**config.mk**
```make
export PLATFORM = sky130hd
export DESIGN_NAME = minv_reg_seq
export DESIGN_NICKNAME = d
export VERILOG_FILES = /design/src/rtl/minv_reg_seq.sv
export SDC_FILE = /design/constraint.sdc
export NUM_CORES = 1
export LEC_CHECK = 0
export CAP_MARGIN = 20
export CORE_ASPECT_RATIO = 0.8
export CORE_MARGIN = 5
export CORE_UTILIZATION = 32
export CTS_CLUSTER_DIAMETER = 60
export CTS_CLUSTER_SIZE = 10
export DETAILED_ROUTE_END_ITERATION = 8
export PLACE_DENSITY = 0.83
export SYNTH_ARGS = -nofsm -noshare
export SYNTH_HDL_FRONTEND = slang
export SYNTH_SLANG_ARGS = --single-unit
```
**constraint.sdc**
```tcl
create_clock -name clk -period 2.1 [get_ports clk]
set_input_delay 0.42 -clock clk [delete_from_list [all_inputs] [get_ports clk]]
set_output_delay 0.42 -clock clk [all_outputs]
set_load 0.1 [all_outputs]
```
**src/rtl/minv_reg_seq.sv**
```systemverilog
// minv_reg_seq: command sequencer driving the slice controls of the 256-bit inverse operand register
module minv_reg_seq #(
   parameter int NWORDS = 8,
   parameter int WIDTH  = 32,
   parameter int CNT_W  = 9
) (
   input  logic             clk,
   input  logic             rst,
   input  logic             cmd_valid,
   output logic             cmd_ready,
   input  logic [1:0]       cmd_op,
   input  logic [CNT_W-1:0] cmd_cnt,
   input  logic             cmd_fill,
   input  logic             in_valid,
   output logic             in_ready,
   input  logic [WIDTH-1:0] in_data,
   output logic             out_valid,
   input  logic             out_ready,
   output logic [WIDTH-1:0] out_data,
   input  logic [WIDTH-1:0] reg_lsw,
   output logic [WIDTH-1:0] reg_din,
   output logic             reg_we,
   output logic             reg_sel_cyc,
   output logic             reg_sel_rs,
   output logic             reg_clr,
   output logic             reg_bit256,
   output logic             done
);
   localparam int BITS = NWORDS * WIDTH;
   typedef enum logic [2:0] {IDLE, CLEAR, LOAD, SHR, READ} state_t;
   state_t state, state_nx;
   logic [CNT_W-1:0] cnt, cnt_nx, shr_cnt;
   logic fill, done_i, ld_beat, rd_beat, shr_act;
   assign shr_cnt     = (cmd_cnt > CNT_W'(BITS)) ? CNT_W'(BITS) : cmd_cnt;
   assign cmd_ready   = !rst && state == IDLE;
   assign in_ready    = !rst && state == LOAD;
   assign out_valid   = !rst && state == READ;
   assign ld_beat     = in_ready && in_valid;
   assign rd_beat     = out_valid && out_ready;
   assign shr_act     = !rst && state == SHR && cnt != '0;
   assign reg_we      = ld_beat || rd_beat || shr_act;
   assign reg_sel_cyc = rd_beat;
   assign reg_sel_rs  = shr_act;
   assign reg_clr     = rst || state == CLEAR;
   assign reg_bit256  = !rst && state == SHR && fill;
   assign reg_din     = in_ready ? in_data : '0;
   assign out_data    = out_valid ? reg_lsw : '0;
   assign done        = !rst && done_i;
   // next state, counter and done pulse
   always_comb begin
      state_nx = state;
      cnt_nx   = cnt;
      done_i   = 1'b0;
      case (state)
         IDLE: if (cmd_valid) begin
            state_nx = cmd_op == 2'b00 ? CLEAR : cmd_op == 2'b01 ? LOAD : cmd_op == 2'b10 ? SHR : READ;
            cnt_nx   = cmd_op == 2'b10 ? shr_cnt : CNT_W'(NWORDS);
         end
         CLEAR: begin
            done_i   = 1'b1;
            state_nx = IDLE;
         end
         SHR: begin
            done_i   = cnt <= CNT_W'(1);
            state_nx = done_i ? IDLE : SHR;
            cnt_nx   = cnt == '0 ? '0 : cnt - 1'b1;
         end
         LOAD, READ: if (state == LOAD ? in_valid : out_ready) begin
            done_i   = cnt == CNT_W'(1);
            state_nx = done_i ? IDLE : state;
            cnt_nx   = cnt - 1'b1;
         end
         default: state_nx = IDLE;
      endcase
   end
   // state, counter and latched fill bit
   always_ff @(posedge clk) begin
      if (rst) begin
         state <= IDLE;
         cnt   <= '0;
         fill  <= 1'b0;
      end else begin
         state <= state_nx;
         cnt   <= cnt_nx;
         if (state == IDLE && cmd_valid) fill <= cmd_fill;
      end
   end
endmodule

```
==> impl_metrics.tcl <==
set metrics [dict create \
    initial_core_util_pct 33.5 \
    final_cell_mix "clkdlybuf4s50_1, buf_12, and3_2" \
    num_io_pins 154 \
    ys_seq_area_share_pct 15.4 \
    dr.pass1.iters 6 \
    worstSetupStartpointType "flip-flop" \
    numCtsBuffers 3 \
    status "finished with violations" \
    finalSetupViolCount 34 \
    drc 0 \
    cts_tree "yes" \
    synth_edf_count 0 \
    ant_nets 0 \
    critPathArrivalTime_ns 1.85 \
    clock_sinks 13 \
    final_hold_viol_count 0 \
    synthCells 226 \
    grt_max_degree 56 \
    syn2layout_area_growth_pct 164 \
    fin_cells 455 \
    io_buffers 153 \
    ff2ff_setup_slack_ns 0.16 \
    p_per_area_mw_per_mm2 882 \
    gr-total-overflow 0 \
    clkTransAtPathRegs_ns 0.06 \
    die_h_um 75.1 \
    tightestPinTransition_ns 0.430 \
    criticalPathCategory "flip-flop to output pin" \
    nNetsFinal 481 \
    grt_pass1_vias 2413 \
    reg2reg_from "cnt[5]" \
    core_mm2 0.00506 \
    wl_mm 10.6 \
    synth.distinct_cells 52 \
    gp_congestion 0.964 \
    rows 23 \
    drt_iter0_markers 213 \
    place_ws_ns -0.0261 \
    final.setup_skew_ns 0.00187 \
    layout_commonest_cell "clkdlybuf4s50_1" \
    drive_above_1_share_pct 54.6 \
    min-delay-start "fill" \
    r2r_end "cnt[8]" \
    grt_first_pass_wirelength_mm 14.1 \
    rsz0062_at_grt "true" \
    dp_cells 441 \
    post-route-util_pct 88.5 \
    wl_per_cell_um 23.3 \
    required_ns 1.68 \
    crit_buf_inv 1 \
    slew_violations 0 \
    leakage_uw 0.00193 \
    die_area_mm2 0.00686 \
    root_buffer "clkbuf_8" \
    worstSetupEndpointType "output pin" \
    netlist_area_mm2 0.00170 \
    avgSynthCellArea_um2 7.50 \
    place_hpwl_mm 7.79 \
    rr_worst_depth 8 \
    hold_class "flip-flop to flip-flop" \
    htree_levels 1 \
    viasPerCell 5.73 \
    slew_headroom_pct 71.1 \
    grt_usage_pct 26.6 \
    yosys_warnings 0 \
    power_uw 3950 \
    die_x_um 91.4 \
    synth_seq_cells 13 \
    maxCapViolations 0 \
    fin_setup_tns_ns -1.10 \
    synth_ff_type "dfxtp_1" \
    antenna_found_initial 0 \
    path_cells "nor3b_4 -> mux2i_1 -> nor2_4 -> o21ai_2 -> a21oi_4 -> buf_12" \
    slowest_stage "nor3b_4" \
    vias 2605 \
    synthArstFlopShare_pct 0 \
    cpPeakStageDelay_ns 0.40 \
    crit_fanout 5 \
    worstHoldEndpoint "fill" \
    path_delay_family "simple AND/OR/NAND/NOR gates" \
    fmax_ghz 0.441 \
    holdPathStages 2 \
    synth_nets 314 \
    clock_path_buffers 2 \
    violations "setup timing" \
    ir_worst_vdd_mv 0.724 \
    fin_crit_sh_pct 108 \
    clkLatencyLatePin_ns 0.26 \
    finalWorstSetupSlack_ns -0.167 \
    fin_crit_ns 2.27 \
]
## sequential cells by signal, indices dropped and copies added (netlist names)
| signal | count |
|---|---|
| fill | 1 |
| cnt | 9 |
| state | 3 |
## metal layers
layer / vias to the layer above / wire (um) / share of wire, % / GRT usage [%]
met5: - / 0 / 0 / 0
met2: 177 / 5360 / 51 / 48.8
met1: 1225 / 4130 / 39 / 32.6
met4: 0 / 276 / 2.6 / 6.35
met3: 30 / 851 / 8.0 / 4.90
li1: 1173 / - / - / -
## through the flow
step | hold slack (ns) | instance area, um2
after floorplan | 0.461 | 1850
after global placement | 0.481 | 4250
after detailed placement | 0.548 | 4250
after CTS | 0.551 | 4400
after global routing | 0.577 | 4480
final | 0.546 | 4480
## report_power, final
part,leakage [uW],switching [uW],internal [uW]
logic,0.00179,1870,1350
registers,0.000110,136,343
clock network,0.0000255,114,132
## cell usage after synthesis (2+ instances only)
cell type,n,area [um2]
and3_1,67,419
clkbuf_1,15,56.3
nor2_1,14,52.6
dfxtp_1,13,260
nand2_1,10,37.5
o21ai_0,10,50.1
a21oi_1,9,45.0
inv_1,8,30.0
ha_1,7,87.6
nand3_1,6,30.0
nor3_1,5,25.0
and2_1,4,25.0
a211oi_1,3,22.5
a31oi_1,3,18.8
buf_6,3,33.8
o211ai_1,3,22.5
a21o_1,2,15.0
a21oi_2,2,17.5
a221o_1,2,20.0
a22oi_1,2,15.0
buf_4,2,15.0
mux2i_1,2,20.0
nor3b_1,2,15.0
nor3b_4,2,37.5
nor4b_4,2,47.6
or2_2,2,12.5
## what timing repair did
action                                  4_1_cts  5_1_grt
pin swaps                                     8        4
endpoints found under the setup margin       36       69
gates cloned                                  0        1
gates resized for setup                      19       10
hold buffers                                  0        0
buffers inserted                              5        3
## worst min-delay path, cell delays in order, from the launching register on
cell,delay [ns]
dfxtp_1,0.32
mux2i_1,0.12
nor2_1,0.06
## kinds of logic (layout without fill, tap and decap cells)
logic type               after synthesis  count (layout)  share of synthesized area [%]
AO/OA/AOI/OAI                         48              48                           21.0
XOR/XNOR                               1               1                          0.517
adder cells (fa/ha/maj)                7               7                           5.17
buffers and inverters                 30             196                           8.49
flip-flops                            13              13                           15.4
multiplexers                           3               3                           1.85
other                                  0               1                              0
AND/OR/NAND/NOR                      124             124                           47.7
## how the worst max path moves through the flow
| stage | from | endpoint | slack (ns) | depth (start not counted) |
|---|---|---|---|---|
| floorplan | state[1] | done | -0.04 | 6 |
| global placement | in_valid | done | 0.04 | 6 |
| detailed placement | in_valid | done | -0.03 | 6 |
| CTS | cnt[2] | done | -0.03 | 6 |
| global route | state[1] | done | -0.24 | 6 |
| finish | state[1] | done | -0.17 | 6 |
## layout make-up
class	instances	area [um2]
Timing Repair Buffer	184	2560
Multi-Input combinational cell	183	1480
Fill cell	223	583
Sequential cell	13	279
Tap cell	62	77.6
Clock buffer	3	41.3
Inverter	8	35.0
Clock inverter	1	5.00
Antenna cell	1	2.50
Power figures use the tool's default switching activity.
